File: config.mk
export PLATFORM = sky130hd
export DESIGN_NAME = field_extractor
export DESIGN_NICKNAME = d
export VERILOG_FILES = /design/src/rtl/field_extractor_pkg.sv /design/src/rtl/field_extractor_cfg_regs.sv /design/src/rtl/field_extractor.sv
export SDC_FILE = /design/constraint.sdc
export NUM_CORES = 1
export LEC_CHECK = 0
export ABC_AREA = 1
export CORE_ASPECT_RATIO = 1.2
export CORE_UTILIZATION = 50
export DETAILED_ROUTE_END_ITERATION = 6
export PLACE_DENSITY = 0.78
export SETUP_SLACK_MARGIN = 0.02
export SYNTH_ARGS = -nofsm -noshare
export SYNTH_HDL_FRONTEND = slang
export SYNTH_SLANG_ARGS = --single-unit
File: constraint.sdc
create_clock -name clk -period 4.1 [get_ports clk]
set_input_delay 1.025 -clock clk [delete_from_list [all_inputs] [get_ports clk]]
set_output_delay 1.025 -clock clk [all_outputs]
set_load 0.02 [all_outputs]
File: src/rtl/field_extractor_pkg.sv
// Shared types and constants for the field extractor: bus widths, FSM states, config word layout.
package field_extractor_pkg;

  localparam int WORD_WIDTH   = 32;
  localparam int NUM_HEADERS  = 4;
  localparam int HDR_IDX_W    = 2;
  localparam int ADDR_BUS     = 16;
  localparam int DATA_BUS     = 32;
  localparam int FE_STATE_BUS = 2;

  localparam logic [WORD_WIDTH-1:0] NO_HEADER = '1;

  typedef enum logic [FE_STATE_BUS-1:0] {
    FE_STATE_FREE = 2'd0,
    FE_STATE_SCAN = 2'd1,
    FE_STATE_WAIT = 2'd2,
    FE_STATE_DONE = 2'd3
  } fe_state_e;

  // Config word: [31:24] hdr_id, [23:8] byte offset, [2:0] width in bytes.
  typedef struct packed {
    logic [7:0]  hdr_id;
    logic [15:0] offset;
    logic [4:0]  rsvd;
    logic [2:0]  width;
  } fe_cfg_t;

  function automatic logic width_ok(input logic [2:0] w);
    return (w >= 3'd1) && (w <= 3'd4);
  endfunction

  function automatic logic [WORD_WIDTH-1:0] width_mask(input logic [2:0] w);
    logic [WORD_WIDTH-1:0] m;
    case (w)
      3'd1:    m = 32'h0000_00FF;
      3'd2:    m = 32'h0000_FFFF;
      3'd3:    m = 32'h00FF_FFFF;
      3'd4:    m = 32'hFFFF_FFFF;
      default: m = '0;
    endcase
    return m;
  endfunction

endpackage

File: src/rtl/field_extractor_cfg_regs.sv
// Field slot configuration register file: gated write, combinational read, async active-low clear.
module field_extractor_cfg_regs
  import field_extractor_pkg::*;
#(
  parameter int NUM_FIELDS = 4,
  parameter int IDX_W      = 2
) (
  input  logic                  clk,
  input  logic                  rst,
  input  logic                  we,
  input  logic [IDX_W-1:0]      wr_idx,
  input  logic [WORD_WIDTH-1:0] wr_data,
  input  logic [IDX_W-1:0]      rd_idx,
  output logic [WORD_WIDTH-1:0] rd_data
);

  logic [WORD_WIDTH-1:0] slots [NUM_FIELDS];

  always_ff @(posedge clk or negedge rst) begin
    if (!rst) begin
      for (int k = 0; k < NUM_FIELDS; k++) begin
        slots[k] <= '0;
      end
    end else if (we) begin
      slots[wr_idx] <= wr_data;
    end
  end

  assign rd_data = slots[rd_idx];

endmodule

File: src/rtl/field_extractor.sv
// Walks the configured field slots, fetches each field from packet memory and packs them into a key.
// Optional bounds check on fetch addresses is enabled by defining FE_BOUNDS_CHECK_EN.
module field_extractor
  import field_extractor_pkg::*;
#(
  parameter  int NUM_FIELDS  = 4,
  parameter  int PKT_MAX_LEN = 1518,
  localparam int IDX_W       = (NUM_FIELDS > 1) ? $clog2(NUM_FIELDS) : 1
) (
  input  logic                              clk,
  input  logic                              rst,
  input  logic                              start_i,
  input  logic [WORD_WIDTH*NUM_HEADERS-1:0] parsed_hdrs_i,
  input  logic                              cfg_we_i,
  input  logic [IDX_W-1:0]                  cfg_idx_i,
  input  logic [WORD_WIDTH-1:0]             cfg_data_i,
  output logic                              mem_ce_o,
  output logic                              mem_we_o,
  output logic [ADDR_BUS-1:0]               mem_addr_o,
  output logic [3:0]                        mem_width_o,
  output logic [DATA_BUS-1:0]               mem_data_o,
  input  logic [DATA_BUS-1:0]               mem_data_i,
  output logic                              extract_ready_o,
  output logic [WORD_WIDTH*NUM_FIELDS-1:0]  fields_o,
  output logic [NUM_FIELDS-1:0]             field_vld_o,
  output logic                              err_o
);

  localparam logic [IDX_W-1:0] LAST_IDX = IDX_W'(NUM_FIELDS - 1);
  localparam logic [7:0]       NUM_HDRS = 8'(NUM_HEADERS);

  fe_state_e                                   state_q, state_d;
  logic [IDX_W-1:0]                            idx_q, idx_d;
  logic [0:NUM_HEADERS-1][WORD_WIDTH-1:0]      hdrs_q, hdrs_d;
  logic [0:NUM_FIELDS-1][WORD_WIDTH-1:0]       lanes_q, lanes_d;
  logic [NUM_FIELDS-1:0]                       vld_q, vld_d;
  logic                                        ready_q, ready_d;
  logic                                        ce_q, ce_d;
  logic [ADDR_BUS-1:0]                         addr_q, addr_d;
  logic [3:0]                                  width_q, width_d;

  logic [WORD_WIDTH-1:0] cfg_word;
  fe_cfg_t               cfg;
  logic                  cfg_wr_en;
  logic [WORD_WIDTH-1:0] hdr_off;
  logic [ADDR_BUS-1:0]   fetch_addr;
  logic                  skip_base;
  logic                  oob;
  logic                  skip;
  logic                  unused_cfg;

  // Slot set is frozen while a pass is in flight.
  assign cfg_wr_en = cfg_we_i && ((state_q == FE_STATE_FREE) || (state_q == FE_STATE_DONE));

  field_extractor_cfg_regs #(
    .NUM_FIELDS (NUM_FIELDS),
    .IDX_W      (IDX_W)
  ) u_cfg_regs (
    .clk     (clk),
    .rst     (rst),
    .we      (cfg_wr_en),
    .wr_idx  (cfg_idx_i),
    .wr_data (cfg_data_i),
    .rd_idx  (idx_q),
    .rd_data (cfg_word)
  );

  assign cfg        = cfg_word;
  assign unused_cfg = ^cfg.rsvd;
  assign hdr_off    = (cfg.hdr_id < NUM_HDRS) ? hdrs_q[cfg.hdr_id[HDR_IDX_W-1:0]] : NO_HEADER;
  assign fetch_addr = ADDR_BUS'(hdr_off + WORD_WIDTH'(cfg.offset));
  assign skip_base  = !width_ok(cfg.width) || (cfg.hdr_id >= NUM_HDRS) || (hdr_off == NO_HEADER);
  assign skip       = skip_base || oob;

`ifdef FE_BOUNDS_CHECK_EN
  logic err_q;

  assign oob = (34'(fetch_addr) + 34'(cfg.width)) > 34'(PKT_MAX_LEN);

  always_ff @(posedge clk or negedge rst) begin
    if (!rst) begin
      err_q <= 1'b0;
    end else if ((state_q == FE_STATE_FREE) && start_i) begin
      err_q <= 1'b0;
    end else if ((state_q == FE_STATE_SCAN) && !skip_base && oob) begin
      err_q <= 1'b1;
    end
  end

  assign err_o = err_q;
`else
  logic unused_params;

  assign oob           = 1'b0;
  assign err_o         = 1'b0;
  assign unused_params = (PKT_MAX_LEN > 0);
`endif

  always_ff @(posedge clk or negedge rst) begin
    if (!rst) begin
      state_q <= FE_STATE_FREE;
      idx_q   <= '0;
      hdrs_q  <= '0;
      lanes_q <= '0;
      vld_q   <= '0;
      ready_q <= 1'b0;
      ce_q    <= 1'b0;
      addr_q  <= '0;
      width_q <= '0;
    end else begin
      state_q <= state_d;
      idx_q   <= idx_d;
      hdrs_q  <= hdrs_d;
      lanes_q <= lanes_d;
      vld_q   <= vld_d;
      ready_q <= ready_d;
      ce_q    <= ce_d;
      addr_q  <= addr_d;
      width_q <= width_d;
    end
  end

  always_comb begin
    state_d = state_q;
    idx_d   = idx_q;
    hdrs_d  = hdrs_q;
    lanes_d = lanes_q;
    vld_d   = vld_q;
    ready_d = ready_q;
    ce_d    = ce_q;
    addr_d  = addr_q;
    width_d = width_q;

    case (state_q)
      FE_STATE_FREE: begin
        if (start_i) begin
          hdrs_d  = parsed_hdrs_i;
          lanes_d = '0;
          vld_d   = '0;
          ready_d = 1'b0;
          idx_d   = '0;
          state_d = FE_STATE_SCAN;
        end
      end
      FE_STATE_SCAN: begin
        if (skip) begin
          if (idx_q == LAST_IDX) begin
            ready_d = 1'b1;
            state_d = FE_STATE_DONE;
          end else begin
            idx_d = idx_q + IDX_W'(1);
          end
        end else begin
          ce_d    = 1'b1;
          addr_d  = fetch_addr;
          width_d = {1'b0, cfg.width};
          state_d = FE_STATE_WAIT;
        end
      end
      FE_STATE_WAIT: begin
        lanes_d[idx_q] = mem_data_i & width_mask(width_q[2:0]);
        vld_d[idx_q]   = 1'b1;
        ce_d           = 1'b0;
        addr_d         = '0;
        width_d        = '0;
        if (idx_q == LAST_IDX) begin
          ready_d = 1'b1;
          state_d = FE_STATE_DONE;
        end else begin
          idx_d   = idx_q + IDX_W'(1);
          state_d = FE_STATE_SCAN;
        end
      end
      FE_STATE_DONE: begin
        if (!start_i) begin
          ready_d = 1'b0;
          state_d = FE_STATE_FREE;
        end
      end
      default: begin
        state_d = FE_STATE_FREE;
        ce_d    = 1'b0;
        ready_d = 1'b0;
      end
    endcase
  end

  assign mem_ce_o        = ce_q;
  assign mem_we_o        = 1'b0;
  assign mem_addr_o      = addr_q;
  assign mem_width_o     = width_q;
  assign mem_data_o      = '0;
  assign extract_ready_o = ready_q;
  assign fields_o        = lanes_q;
  assign field_vld_o     = vld_q;

endmodule
; ---- After elaboration in Yosys (flattened, before gate mapping)
; Index checks and enable logic that the tools add are counted.
[word_totals]
regBits = 414
input_bits = 198
out_inout_bits = 188
[classes]
n_addsub = 2
order_cmp = 11
n_eq_ne = 14
mux = 42
bitwise_logic = 5
n_reduce_logical = 19
[ops]
columns = op, count
row1 = $bwmux W128, 2
row2 = $mux W32, 8
row3 = $pmux W128 S2, 1
row4 = $bmux W32 S2, 2
row5 = $demux W32 S2, 2
row6 = $mux W128, 1
row7 = $pmux W32 S4, 1
row8 = $and A32 B32 Y32, 1
row9 = $eq A32 B32 Y1 const B, 1
row10 = $pmux W16 S2, 1
row11 = $add A16 B16 Y16, 1
row12 = $mux W16, 1
row13 = $mux W2, 8
row14 = $pmux W4 S2, 2
row15 = $ge A3 B3 Y1 const B, 3
row16 = $not A2 Y3, 3
row17 = $reduce_and A3 Y1, 3
row18 = $ge A8 B3 Y1 const B, 1
row19 = $lt A8 B3 Y1 const B, 1
row20 = $mux W4, 2
row21 = $ne A2 B2 Y1 const B, 4
row22 = $pmux W2 S4, 1
row23 = $eq A2 B2 Y1 const B, 3
row24 = $eq A3 B2 Y1 const B, 2
row25 = other kinds (23), 38

; ---- Logic depth before layout (Yosys ltp)
; Gate-level depths: netlist (run 1).
[depth]
ltp_word = 13
depth_mapped = 22
depth_no_buf = 21

; ---- Cells and area by module
; Synthesis (run 1) repeated with hierarchy kept, for this count alone.
[hier_totals]
cells_unflattened = 2193
area_unflattened_um2 = 19537.5
[by_module_without_submodules]
columns = module, instances, cells_per_inst, area_per_inst_um2
row1 = field_extractor, 1, 1257, 12816.0
row2 = field_extractor_cfg_regs, 1, 936, 6721.4

; ---- Worst setup path before layout (run 1)
; OpenSTA, ideal clock, no wires.
[synth_timing]
path_kind = register to register
start = reg idx_q[0]
end = reg addr_q[12] (netlist: mem_addr_o[12])
arrival_ns = 3.149
required_ns = 3.981
setup_slack_ns = 0.832
stages_incl_launch_ff = 20
path_buffers = 3
period_less_slack_ns = 3.268
path_cell_list = dfrtp_1 inv_2 buf_6 clkbuf_1 clkbuf_1 nor2_1 o22ai_1 ha_1 inv_1 fa_1 o21ai_0 nand3_1 nand2_1 a31oi_1 o21ai_0 nand3_1 nand2_1 nand2_1 nand2_1 o21ai_2
[synth_via]
elab_chain_len = 13
word_cells_on_any_way = 23
cone_classes = add/sub: 1 / order compare: 4 / eq/ne: 2 / mux: 9 / bitwise: 2 / reduce/logical: 5
[synth_rtl]
columns = element, line
row1 = from (decl), field_extractor.sv:33  ; logic [IDX_W-1:0] idx_q, idx_d;
row2 = from (signal assigned), field_extractor.sv:112  ; idx_q <= idx_d;
row3 = $not A2 Y3 (implied by the code) *, field_extractor_cfg_regs.sv:29  ; assign rd_data = slots[rd_idx];
row4 = $bmux W32 S2 *, field_extractor_cfg_regs.sv:29
row5 = $mux W32 (implied by the code) * (2 in series), field_extractor_cfg_regs.sv:29
row6 = branches (longest 9 deep; another with $add A16 B16 Y16), --
row7 = to (signal assigned), field_extractor.sv:118  ; addr_q <= addr_d;
row8 = to (decl), field_extractor.sv:39  ; logic [ADDR_BUS-1:0] addr_q, addr_d;
; Mark *: on every way between the ends. The select of a mux whose other input is x is not followed.
; A chain may end at the register's enable or synchronous reset.

; ---- Worst setup path after layout (run 1)
; Ends and elaborated chain as after synthesis.

==> flow_metrics.py, run 1 <==
metrics = {
    "outcome": {
        "status": "completed",
    },
    "die": {
        "core.rowCount": 74,
        "dieArea_um2": 35800,
        "core_um2": 34300,
        "die_h_um": 207,
        "die_w_um": 173,
        "ios": 386,
        "start_util": 0.511,
    },
    "synthesis": {
        "synthCells": 2046,
        "synth_top_area_cell": "dfrtp_1",
        "ys_top_cells_by_count": "703 x nand2_1, 393 x dfrtp_1, 199 x inv_1",
        "ys_async_sr_fraction": 1.00,
        "synthTopCellsByArea": "dfrtp_1 56%, nand2_1 15%, o22ai_1 5.1%",
        "synth_cell_types": 41,
        "ys.flop_type": "dfrtp_1",
        "avgSynthCellArea_um2": 8.56,
        "yosysMostFrequentCell": "nand2_1",
        "yosysWarnings": 0,
        "synth_seq_cells": 393,
        "synth_edf_count": 0,
        "syn_area_um2": 17500,
        "synth_top_area_share": 0.561,
        "ys_seq_area_frac": 0.561,
    },
    "global_route": {
        "grt_usage": 0.272,
        "antenna_found_initial": 4,
        "grt-ovfl-total": 0,
        "grt_first_pass_wirelength_um": 78000,
        "grt_pass1_vias": 14818,
        "grt_max_degree": 100,
    },
    "sta": {
        "hold_viol_final": 0,
        "setup_viol": 0,
        "fin_setup_tns_ns": 0,
        "period_needed_ns": 3.70,
        "skew_ns": 0.0160,
        "min_period_over_period": 0.902,
        "slew_viol_final": 0,
        "rsz0062_at_grt": "no",
        "worst_pin_slew_ns": 1.03,
        "max_freq_ghz": 0.270,
        "relSlewSlack": 0.308,
        "holdWs_ns": 0.432,
        "setup_slack_ns": 0.402,
    },
    "power": {
        "switching_share": 0.410,
        "finalPower_mw": 16.6,
        "p_leak_nw": 10.7,
        "p_sw_mw": 6.81,
        "power_density_nw_per_um2": 736,
        "cellInternalPower_mw": 9.81,
        "ir_drop_mv": 0.436,
        "p_clk_frac": 0.221,
        "power_frac_seq": 0.356,
        "comb_power_share": 0.423,
    },
    "drt": {
        "drc_errors": 0,
        "via_per_inst": 5.37,
        "ant_nets": 0,
        "drtIter0Drc": 1377,
        "routedWlPerCell_um": 17.2,
        "vias": 15258,
        "wirelength_um": 48800,
        "dr.pass1.iters": 6,
    },
    "finish": {
        "instances_no_fill": 2842,
        "final_core_utilization": 0.658,
        "area_growth_pct": 28.8,
        "multi_input_area_um2": 6330,
        "stdcell_area_um2": 22600,
        "ff_latch_area_um2": 9840,
        "drive_above_1_share": 0.0512,
        "final_nets": 2584,
        "num-fill-cells": 2755,
    },
    "worst_setup_path": {
        "cp.arrival_ns": 4.11,
        "cpPeakStageDelay_ns": 0.45,
        "worstSetupPathType": "reg -> reg",
        "rrSetupSlack_ns": 0.40,
        "cp_common_cell": "nand2_1",
        "crit_family": "simple AND/OR/NAND/NOR gates",
        "cp_cell_sequence": "inv_2 > buf_4 > nand2_1 > nand3_1 > nand2_4 > inv_2 > nand3_1 > nand2_1 > nand2_1 > ha_1 > inv_1 > fa_1 > o21ai_1 > nand3_1 > nand2_1 > a31oi_1 > o21ai_0 > nand3_1 > nand2_1 > nand2_1 > nand2_1 > o21ai_2",
        "startpoint_type": "flop",
        "cp_data_required_time_ns": 4.52,
        "crit_fanout": 19,
        "cpMaxStageDelayCell": "dfrtp_2",
        "path_buf_inv": 4,
        "crit_path_end_kind": "flop",
    },
    "placed_design": {
        "io_buffers": 345,
        "dp_slack_ns": 0.285,
        "hpwlAfterDp_um": 34400,
        "gp_congestion": 0.914,
        "dp.cells": 2772,
        "place_area_um2": 21200,
    },
    "clock_network": {
        "clock_path_buffers": 3,
        "path_clk_slew_ns": 0.06,
        "cts_made_buffers": 40,
        "clock_latency_ns": 0.54,
        "cts_root_buf": "clkbuf_16",
        "holdBufCountCts": 0,
        "cts.htree.levels": 2,
        "post_cts_buffers": 0,
        "cts_tree": "yes",
        "cts_sinks": 393,
    },
    "flow_run": {
        "cap_violations": 0,
    },
    "hold_path": {
        "hold_class": "in -> async",
    },
}
state kept, by name, indices dropped and copies added, names as in the netlist:
register / cells
fields_o: 128
hdrs_q: 128
u_cfg_regs.slots: 108
state_q: 2
extract_ready_o: 1
mem_addr_o: 16
mem_ce_o: 1
mem_width_o: 3
idx_q: 2
field_vld_o: 4
power groups by stage:
| stage | combinational (mW) | sequential [mW] | clock [mW] |
|---|---|---|---|
| detailed placement | 6.96 | 5.95 | 0 |
| global route | 7.83 | 6.05 | 3.89 |
| floorplan | 4.86 | 5.87 | 0 |
| finish | 7.03 | 5.92 | 3.67 |
| CTS | 7.00 | 5.90 | 3.72 |
| global placement | 6.76 | 5.89 | 0 |
area by class of cell:
cell class	count	share of cell area
inverter	204	0.0341
tap	456	0.0253
clock inverter	13	0.00793
sequential	393	0.436
multi-input combinational	1344	0.281
antenna	3	0.000333
timing repair buffer	375	0.166
clock buffer	54	0.0503
worst register-to-register path, cell delays in order, from the launching register on:
cell	delay, ns
dfrtp_2	0.45
inv_2	0.07
buf_4	0.20
nand2_1	0.07
nand3_1	0.10
nand2_4	0.23
inv_2	0.19
nand3_1	0.13
nand2_1	0.05
nand2_1	0.13
ha_1	0.19
inv_1	0.06
fa_1	0.40
o21ai_1	0.22
nand3_1	0.10
nand2_1	0.14
a31oi_1	0.13
o21ai_0	0.31
nand3_1	0.14
nand2_1	0.08
nand2_1	0.05
nand2_1	0.07
o21ai_2	0.06
kinds of logic (layout without fill, tap and decap cells):
logic type,count (synthesis),after routing,share of synthesized area
AND/OR/NAND/NOR,910,910,0.209
flip-flops,393,393,0.561
AO/OA/AOI/OAI,356,356,0.116
buffers and inverters,343,646,0.0861
adder cells (fa/ha/maj),28,28,0.0204
XOR/XNOR,15,15,0.00750
other,1,38,0.000214
worst paths after layout:
path	depth (start not counted)	to	start
min in group clk	2	u_cfg_regs.slots[66]$_DFFE_PN0P_	u_cfg_regs.slots[66]$_DFFE_PN0P_
max in group asynchronous	2	fields_o[39]$_DFFE_PN0P_	rst
max	22	mem_addr_o[12]$_DFFE_PN0P_	idx_q[0]$_DFFE_PN0P_
min reg2reg	2	u_cfg_regs.slots[66]$_DFFE_PN0P_	u_cfg_regs.slots[66]$_DFFE_PN0P_
max reg2reg	22	mem_addr_o[12]$_DFFE_PN0P_	idx_q[0]$_DFFE_PN0P_
min	1	u_cfg_regs.slots[31]$_DFFE_PN0P_	rst
cells in the final DEF (no fill, tap or decap), types with 3 or more instances in the layout:
| master | n |
|---|---|
| xor2_1 | 8 |
| clkbuf_8 | 6 |
| bufinv_16 | 4 |
| ha_1 | 27 |
| nand2_1 | 702 |
| a21oi_2 | 3 |
| clkbuf_16 | 41 |
| inv_2 | 3 |
| nor2_1 | 77 |
| nand2_4 | 3 |
| conb_1 | 35 |
| diode_2 | 3 |
| xnor2_1 | 7 |
| nand3_1 | 98 |
| o22ai_1 | 143 |
| inv_1 | 199 |
| nand3_2 | 3 |
| clkdlybuf4s50_1 | 344 |
| o21ai_2 | 10 |
| o21ai_1 | 5 |
| buf_12 | 4 |
| dfrtp_1 | 392 |
| nor3_1 | 5 |
| o21ai_0 | 161 |
| nand4_1 | 14 |
| clkbuf_1 | 7 |
| clkinv_2 | 5 |
| a21oi_1 | 21 |
| buf_4 | 26 |
metal layers:
layer	track usage	routed length, um	vias up
met1	0.345	19600	7347
li1	-	-	7153
met5	0	13	-
met2	0.466	24200	667
met4	0.0937	1460	2
met3	0.0497	3560	89
timing repair:
action,CTS,global route
setup endpoints to repair,0,1
endpoints found under the hold margin,0,0
resized for setup,0,2
Note: power is estimated with default switching activity, not from simulation.
==> inputs of run 2 (changes only) <==
--- a/config.mk
+++ b/config.mk
@@ -9,7 +9,8 @@
 export CORE_ASPECT_RATIO = 1.2
 export CORE_UTILIZATION = 50
 export DETAILED_ROUTE_END_ITERATION = 6
-export PLACE_DENSITY = 0.78
+export DONT_BUFFER_PORTS = 1
+export PLACE_DENSITY = 0.64
 export SETUP_SLACK_MARGIN = 0.02
 export SYNTH_ARGS = -nofsm -noshare
 export SYNTH_HDL_FRONTEND = slang
==> run 2 against run 1 <==
  * Clock skew down 0.0059 ns
  * Global-route usage down 2.1 points
  * Combinational power down 11%
  * Clock-buffer cell count up 4
  * Final cell count down 12%
  * Power down 3.3%
  * Sequential power up 3%
  * Clock power about the same
  * Wire length down 8.2%
  * Core utilization down 10 points
  * Sequential cell count unchanged
==> flow_metrics.py, run 2 (same netlist as run 1, synthesis figures left out) <==
metrics = {
    "global_route": {
        "grt-ovfl-total": 0,
        "grt_first_pass_wirelength_um": 71500,
        "grt_usage": 0.250,
        "grt_max_degree": 394,
        "antenna_found_initial": 1,
        "grt_pass1_vias": 13052,
    },
    "worst_setup_path": {
        "crit_path_end_kind": "flop",
        "cp_data_required_time_ns": 4.51,
        "cp.arrival_ns": 4.16,
        "worstSetupPathType": "reg -> reg",
        "rrSetupSlack_ns": 0.35,
        "startpoint_type": "flop",
        "crit_fanout": 27,
    },
    "clock_network": {
        "cts_made_buffers": 40,
        "path_clk_slew_ns": 0.06,
        "cts_sinks": 393,
        "clock_latency_ns": 0.53,
        "cts_root_buf": "clkbuf_16",
        "cts.htree.levels": 2,
        "clock_path_buffers": 3,
        "cts_tree": "yes",
    },
    "drt": {
        "drc_errors": 0,
        "routedWlPerCell_um": 18.0,
        "wl_met1_um": 18600,
        "top_layer_used": "met4",
        "vias": 13397,
        "via_per_inst": 5.37,
        "wirelength_um": 44800,
        "dr.pass1.iters": 6,
        "dr_wl_met2_um": 21100,
        "ant_nets": 0,
        "wl_met3_um": 3670,
        "drtIter0Drc": 1113,
    },
    "finish": {
        "final_nets": 2237,
        "final_cell_mix": "702 x nand2_1, 393 x dfrtp_1, 199 x inv_1",
        "stdcell_area_um2": 19100,
        "drive_above_1_share": 0.0593,
        "area_growth_pct": 8.84,
        "final_common_cell": "nand2_1",
    },
    "sta": {
        "slew_viol_final": 0,
        "fin_setup_tns_ns": 0,
        "min_period_over_period": 0.914,
        "worst_pin_slew_ns": 1.21,
        "rsz0062_at_grt": "no",
        "max_freq_ghz": 0.267,
        "setup_viol": 0,
        "relSlewSlack": 0.196,
        "period_needed_ns": 3.75,
        "skew_ns": 0.0102,
        "hold_viol_final": 0,
    },
    "placed_design": {
        "place_area_um2": 17700,
        "hpwlAfterDp_um": 30300,
        "gp_congestion": 0.865,
        "io_buffers": 0,
    },
    "outcome": {
        "status": "completed",
    },
    "die": {
        "die_h_um": 207,
        "start_util": 0.511,
        "core.rowCount": 74,
        "die_w_um": 173,
        "dieArea_um2": 35800,
        "core_um2": 34300,
        "ios": 386,
    },
    "flow_run": {
        "cap_violations": 0,
    },
    "power": {
        "ir_drop_mv": 0.424,
        "p_leak_nw": 9.37,
        "power_density_nw_per_um2": 842,
    },
    "hold_path": {
        "hold_class": "in -> async",
    },
}
## run 2: worst paths after layout
| path | to | from | cells after the start |
|---|---|---|---|
| max | mem_addr_o[12]$_DFFE_PN0P_ | idx_q[0]$_DFFE_PN0P_ | 21 |
| min | u_cfg_regs.slots[126]$_DFFE_PN0P_ | rst | 0 |
| max reg2reg | mem_addr_o[12]$_DFFE_PN0P_ | idx_q[0]$_DFFE_PN0P_ | 21 |
| min reg2reg | hdrs_q[11]$_DFFE_PN0P_ | hdrs_q[11]$_DFFE_PN0P_ | 2 |
| max in group asynchronous | fields_o[17]$_DFFE_PN0P_ | rst | 0 |
| min in group clk | hdrs_q[11]$_DFFE_PN0P_ | hdrs_q[11]$_DFFE_PN0P_ | 2 |
## run 2: cell type report
class	count	area, um^2
Antenna cell	1	2.50
Clock buffer	58	1190
Clock inverter	12	140
Fill cell	3192	15200
Inverter	204	767
Multi-Input combinational cell	1344	6340
Sequential cell	393	9830
Tap cell	456	571
Timing Repair Buffer	28	223
## run 2: repair_timing
action                     in CTS  in global routing
gates resized for setup         0                  2
hold buffers                    0                  0
setup endpoints to repair       0                  1
buffers inserted                0                  0
## run 2: through the flow
step                      hold WS [ns]  setup slack (ns)  cells  power (mW)  utilization
after detailed placement         0.465             0.231   2425        12.4        0.517
after floorplan                  0.448             0.832   2080        10.7            -
after global routing             0.179            0.0283   2496        17.3        0.557
after global placement           0.462             0.339   2425        12.2        0.517
final                            0.209             0.351   2496        16.1        0.557
after CTS                        0.178             0.212   2495        16.1        0.556
## run 2: worst max-delay path, cell delays in order, from the launching register on
cell and delay, ns:
dfrtp_1 0.47, inv_2 0.23, nand2_1 0.10, nand3_2 0.13, buf_4 0.30, nand3_1 0.11, nand3_1 0.09, nand2_1 0.06
nand2_1 0.10, ha_1 0.18, inv_1 0.06, fa_1 0.40, o21ai_0 0.34, nand3_1 0.12, nand2_1 0.14, a31oi_1 0.13
o21ai_0 0.28, nand3_1 0.14, nand2_1 0.08, nand2_1 0.05, nand2_1 0.07, o21ai_2 0.06
## run 2: power breakdown
group | internal, mW | total, mW | switching [mW]
registers | 5.16 | 6.11 | 0.950
clock network | 2.20 | 3.67 | 1.47
logic | 2.13 | 6.28 | 4.14
## run 2: metal layers
layer,vias to the layer above,GRT usage
li1,6458,-
met1,6396,0.320
met2,461,0.405
met3,82,0.0696
met4,0,0.0928
met5,-,0
